## src/rtl/mem_bus_pkg.sv

```systemverilog
// Shared types and master identifiers for the instruction/data memory bus.
package mem_bus_pkg;
  localparam int PKG_AW      = 32;
  localparam int PKG_DW      = 32;
  localparam int NUM_MASTERS = 2;

  typedef logic [PKG_AW-1:0] addr_t;
  typedef logic [PKG_DW-1:0] data_t;
  typedef logic              master_id_t;

  localparam master_id_t M_IFETCH = 1'b0;
  localparam master_id_t M_LSU    = 1'b1;
endpackage

```

## src/rtl/rr_arb2.sv

```systemverilog
// Two-way round-robin picker with a bounded burst lock held by the current owner.
module rr_arb2
  import mem_bus_pkg::*;
#(
  parameter int MAX_BURST = 4
) (
  input  logic                   clk,
  input  logic                   rst_n,
  input  logic [NUM_MASTERS-1:0] req,
  input  logic [NUM_MASTERS-1:0] lock,
  output master_id_t             winner,
  output logic                   valid
);
  localparam int CNT_W = $clog2(MAX_BURST + 1);
  typedef logic [CNT_W-1:0] cnt_t;
  localparam cnt_t MAX_CNT = cnt_t'(MAX_BURST);

  master_id_t last_winner;
  master_id_t owner;
  logic       owner_vld;
  cnt_t       burst_cnt;
  logic       lock_act;

  function automatic cnt_t sat_inc(input cnt_t c);
    return (c >= MAX_CNT) ? MAX_CNT : c + cnt_t'(1);
  endfunction

  // Once the burst count saturates the lock drops out and round-robin hands over.
  always_comb begin
    lock_act = owner_vld && lock[owner] && req[owner] && (burst_cnt < MAX_CNT);
    valid    = rst_n && (|req);
    winner   = M_IFETCH;
    if (lock_act)
      winner = owner;
    else if (req[0] && req[1])
      winner = ~last_winner;
    else if (req[1])
      winner = M_LSU;
  end

  always_ff @(posedge clk or negedge rst_n) begin
    if (!rst_n) begin
      last_winner <= M_LSU;
      owner       <= M_IFETCH;
      owner_vld   <= 1'b0;
      burst_cnt   <= '0;
    end else if (valid) begin
      last_winner <= winner;
      owner       <= winner;
      owner_vld   <= 1'b1;
      burst_cnt   <= (owner_vld && (owner == winner) && lock[winner])
                     ? sat_inc(burst_cnt) : cnt_t'(1);
    end else begin
      owner_vld   <= 1'b0;
      burst_cnt   <= '0;
    end
  end
endmodule

```

## src/rtl/mem_bus_arbiter.sv

```systemverilog
// Two-master arbiter for the single-port memory; routes 1-cycle read data back to the issuer.
module mem_bus_arbiter
  import mem_bus_pkg::*;
#(
  parameter int AW        = 32,
  parameter int DW        = 32,
  parameter int MAX_BURST = 4
) (
  input  logic                            clk,
  input  logic                            rst_n,
  input  logic [NUM_MASTERS-1:0]          m_req,
  input  logic [NUM_MASTERS-1:0]          m_we,
  input  logic [NUM_MASTERS-1:0]          m_lock,
  input  logic [NUM_MASTERS-1:0][AW-1:0]  m_addr,
  input  logic [NUM_MASTERS-1:0][DW-1:0]  m_wdata,
  output logic [NUM_MASTERS-1:0]          m_gnt,
  output logic [NUM_MASTERS-1:0]          m_rvalid,
  output logic [NUM_MASTERS-1:0][DW-1:0]  m_rdata,
  output logic                            s_req,
  output logic                            s_we,
  output logic [AW-1:0]                   s_addr,
  output logic [DW-1:0]                   s_wdata,
  input  logic [DW-1:0]                   s_rdata
);
  master_id_t winner;
  logic       valid;
  logic       rsp_pending;
  master_id_t rsp_sel;

  rr_arb2 #(.MAX_BURST(MAX_BURST)) u_arb (
    .clk    (clk),
    .rst_n  (rst_n),
    .req    (m_req),
    .lock   (m_lock),
    .winner (winner),
    .valid  (valid)
  );

  always_comb begin
    m_gnt   = '0;
    s_req   = valid;
    s_we    = 1'b0;
    s_addr  = '0;
    s_wdata = '0;
    if (valid) begin
      m_gnt[winner] = 1'b1;
      s_we          = m_we[winner];
      s_addr        = m_addr[winner];
      s_wdata       = m_wdata[winner];
    end
  end

  // Slave latency is fixed at one cycle, so one tag register is enough.
  always_ff @(posedge clk or negedge rst_n) begin
    if (!rst_n) begin
      rsp_pending <= 1'b0;
      rsp_sel     <= M_IFETCH;
    end else begin
      rsp_pending <= valid && !m_we[winner];
      if (valid && !m_we[winner])
        rsp_sel <= winner;
    end
  end

  always_comb begin
    m_rvalid = '0;
    m_rdata  = '0;
    if (rsp_pending) begin
      m_rvalid[rsp_sel] = 1'b1;
      m_rdata[rsp_sel]  = s_rdata;
    end
  end
endmodule

```

## config.mk

```make
export PLATFORM = sky130hd
export DESIGN_NAME = mem_bus_arbiter
export DESIGN_NICKNAME = d
export VERILOG_FILES = /design/src/rtl/mem_bus_pkg.sv /design/src/rtl/rr_arb2.sv /design/src/rtl/mem_bus_arbiter.sv
export SDC_FILE = /design/constraint.sdc
export NUM_CORES = 1
export LEC_CHECK = 0
export BUFFER_PORTS_ARGS = -buffer_cell sky130_fd_sc_hd__buf_4
export CORE_AREA = 2 2 119 121
export CTS_CLUSTER_DIAMETER = 120
export DETAILED_ROUTE_END_ITERATION = 10
export DIE_AREA = 0 0 121 123
export PLACE_DENSITY_LB_ADDON = 0.05
export REMOVE_ABC_BUFFERS = 1
export SLEW_MARGIN = 10
export SYNTH_ARGS = -nofsm -noshare
export SYNTH_HDL_FRONTEND = slang
export SYNTH_SLANG_ARGS = --single-unit
```

## constraint.sdc

```tcl
create_clock -name clk -period 1.8 [get_ports clk]
set_clock_uncertainty 0.15 [all_clocks]
set_input_delay 0.09 -clock clk [delete_from_list [all_inputs] [get_ports clk]]
set_output_delay 0.09 -clock clk [all_outputs]
set_load 0.005 [all_outputs]
```

==> results.sh <==
export IMPL_status="finished with violations"
export IMPL_violations="negative setup slack"
export IMPL_arrival_ns=1.85
export IMPL_num_rows=43
export IMPL_fin_ws_ns=-0.293
export IMPL_grt_pass1_vias=2870
export IMPL_slew_limit_headroom=0.718
export IMPL_whs_path_depth=4
export IMPL_grt_overflow=0
export IMPL_reg2reg_slack_ns=-0.16
export IMPL_boundaryPins=302
export IMPL_crit_path_end_kind="output pin"
export IMPL_antenna_found_initial=0
export IMPL_syn_area_per_cell_um2=8.16
export IMPL_multi_input_area_um2=1350
export IMPL_reg2reg_depth=7
export IMPL_maxCapViolCount=0
export IMPL_fp_dieW_um=121
export IMPL_fin_setup_tns_ns=-17.02
export IMPL_dieArea_um2=14900
export IMPL_portBuffers=301
export IMPL_switching_share=0.329
export IMPL_p_seq_frac=0.115
export IMPL_top_layer_used="met4"
export IMPL_route_met2_wl_um=6810
export IMPL_final_cell_mix="294 x buf_4, 58 x a32o_1, 33 x and2_1, 32 x and3_1, 18 x buf_6"
export IMPL_hp_class="in -> reg"
export IMPL_r2r_start="u_arb.burst_cnt[2]$_DFF_PN0_"
export IMPL_pre_cts_ws_ns=-0.132
export IMPL_drt_pass1_iter_count=4
export IMPL_synth_seq_cells=8
export IMPL_cts_tree="yes"
export IMPL_avgViaCountPerCell=4.42
export IMPL_whs_endpoint="rsp_sel$_DFFE_PN0P_"
export IMPL_synthesis_area_um2=1670
export IMPL_syn_instance_count=204
export IMPL_synth_top_area_frac=0.385
export IMPL_internal_power_mw=1.24
export IMPL_start_util=0.122
export IMPL_final_hold_viol_count=0
export IMPL_setup_viol=68
export IMPL_drc_errors=0
export IMPL_clock_sinks=8
export IMPL_synth_largest_area_cell="a32o_1"
export IMPL_diodes=0
export IMPL_cts_buffer_depth=2
export IMPL_finalCritPeriodShare=1.16
export IMPL_required_ns=1.56
export IMPL_vdd_drop_max_v=0.000237
export IMPL_final_nets=671
export IMPL_p_clk_frac=0.212
export IMPL_grt_pass1_wl_um=17000
export IMPL_grt_max_degree=51
export IMPL_wl_per_cell_um=18.5
export IMPL_gp_congestion=0.729
export IMPL_timing_fmax_mhz=478
export IMPL_wirelength_um=12600
export IMPL_r2r_end="rsp_pending$_DFF_PN0_"
export IMPL_die_h_um=123
export IMPL_p_leak_nw=2.38
export IMPL_worst_pin_slew_ns=0.422
export IMPL_synth_area_leaders="a32o_1 38%, and2_1 13%, and3_1 12%, dfrtp_1 11%, buf_6 4.1%"
export IMPL_cts_buffers=3
export IMPL_ant_nets=0
export IMPL_critPathKind="reg -> out"
export IMPL_cts_root_buf="clkbuf_16"
export IMPL_track_usage=0.149
export IMPL_drtIter0Drc=115
export IMPL_fin_crit_ns=2.09
export IMPL_register_area_um2=201
export IMPL_rsz0062_at_grt="yes"
export IMPL_via_count=3007
export IMPL_combPwrFrac=0.673
export IMPL_slew_violations=0
export IMPL_insertion_delay_ns=0.23
export IMPL_yosys_warnings=0
export IMPL_ys_seq_area_frac=0.121
export IMPL_cp_max_fo=28
export IMPL_area_growth_pct=169
export IMPL_wl_met1_um=4420
export IMPL_layout_commonest_cell="buf_4"
export IMPL_p_per_area_nw_per_um2=412
export IMPL_clk_pin_slew_worst_paths_ns=0.04
export IMPL_start_kind="flop"
export IMPL_fp_coreArea_um2=13600
export IMPL_p_switching_mw=0.607
export IMPL_drive_gt1_frac=0.684
export IMPL_wl_met3_um=1270
export IMPL_hpwlAfterDp_um=9820
export IMPL_h_tree_depth=1
export IMPL_num_fill_cells=1464
export IMPL_synthDistinctLibCells=31
export IMPL_final_core_util=0.329
export IMPL_min_from="m_we[1]"
## Yosys cell counts (all sizes together)
master  count
a32o       64
and2       34
and3       32
buf        15
clkbuf     15
dfrtp       7
o21ai       7
inv         4
nand2       3
nor2        3
a21o        2
ha          2
o21a        2
a311oi      1
a31oi       1
and3b       1
dfstp       1
mux2        1
mux2i       1
nand2b      1
nand3       1
nor2b       1
nor3        1
nor3b       1
nor4b       1
o211a       1
o22ai       1
## registers in the layout, indices dropped and copies added, names as in the netlist
name               flops
rsp_sel                1
u_arb.owner_vld        1
u_arb.last_winner      1
u_arb.burst_cnt        3
rsp_pending            1
u_arb.owner            1
## final cells by class
class / count / share of cell area
inverters: 4 / 0.00336
multi-input cells: 162 / 0.301
flip-flops and latches: 8 / 0.0450
clock buffers: 4 / 0.0176
repair buffers: 322 / 0.582
well taps: 180 / 0.0503
## per-stage QoR
stage          area (µm²)  power [mW]  hold WS (ns)  instances
6_report             4470        1.84        0.0379        680
5_1_grt              4470        1.95        0.0619        680
4_1_cts              4440        1.86        0.0443        681
3_5_place_dp         4170        1.37        -0.217        671
3_3_place_gp         4170        1.37        -0.219        671
2_1_floorplan        1490       0.563        -0.356        174
## repair_timing
action | 4_1_cts | 5_1_grt
hold buffers | 2 | 0
endpoints found under the hold margin | 9 | 0
buffers inserted | 3 | 1
pin swaps | 17 | 2
endpoints found under the setup margin | 68 | 69
cloned | 2 | 0
gates resized for setup | 30 | 11
## worst max-delay path, stage by stage, from the launching register on
cell	delay, ns
dfrtp_1	0.40
and3b_2	0.29
o21ai_4	0.07
o211a_4	0.27
buf_12	0.17
a32o_2	0.28
buf_6	0.13
## layer usage
metal | GRT usage | up-vias
met4 | 0.0225 | 0
met2 | 0.297 | 179
met3 | 0.0438 | 6
met1 | 0.156 | 1393
li1 | - | 1429
met5 | 0 | -
## worst max path at each step
stage / endpoint / from / slack [ns] / depth (start not counted)
after CTS: s_wdata[25] / u_arb.burst_cnt[2]$_DFF_PN0_ / -0.30 / 6
after global placement: s_wdata[25] / u_arb.burst_cnt[2]$_DFF_PN0_ / -0.12 / 7
after global routing: s_addr[15] / u_arb.owner_vld$_DFF_PN0_ / -0.34 / 7
after detailed placement: s_wdata[25] / u_arb.burst_cnt[2]$_DFF_PN0_ / -0.13 / 7
after floorplan: rsp_pending$_DFF_PN0_ / u_arb.burst_cnt[2]$_DFF_PN0_ / -0.93 / 4
final: s_wdata[25] / u_arb.burst_cnt[2]$_DFF_PN0_ / -0.29 / 6
## kinds of logic after synthesis
| family | Yosys count | synth area share |
|---|---|---|
| flops | 8 | 0.121 |
| mux | 2 | 0.0128 |
| simple gates | 79 | 0.290 |
| compound gates | 79 | 0.449 |
| fa+ha+maj | 2 | 0.0150 |
| buf+inv | 34 | 0.112 |
## power by group through the flow
stage / logic, mW / clock network, mW / registers, mW
detailed placement: 1.15 / 0 / 0.214
CTS: 1.24 / 0.402 / 0.212
global route: 1.33 / 0.409 / 0.215
global placement: 1.16 / 0 / 0.213
finish: 1.24 / 0.392 / 0.213
floorplan: 0.326 / 0 / 0.238
Note: power is estimated with default switching activity, not from simulation.
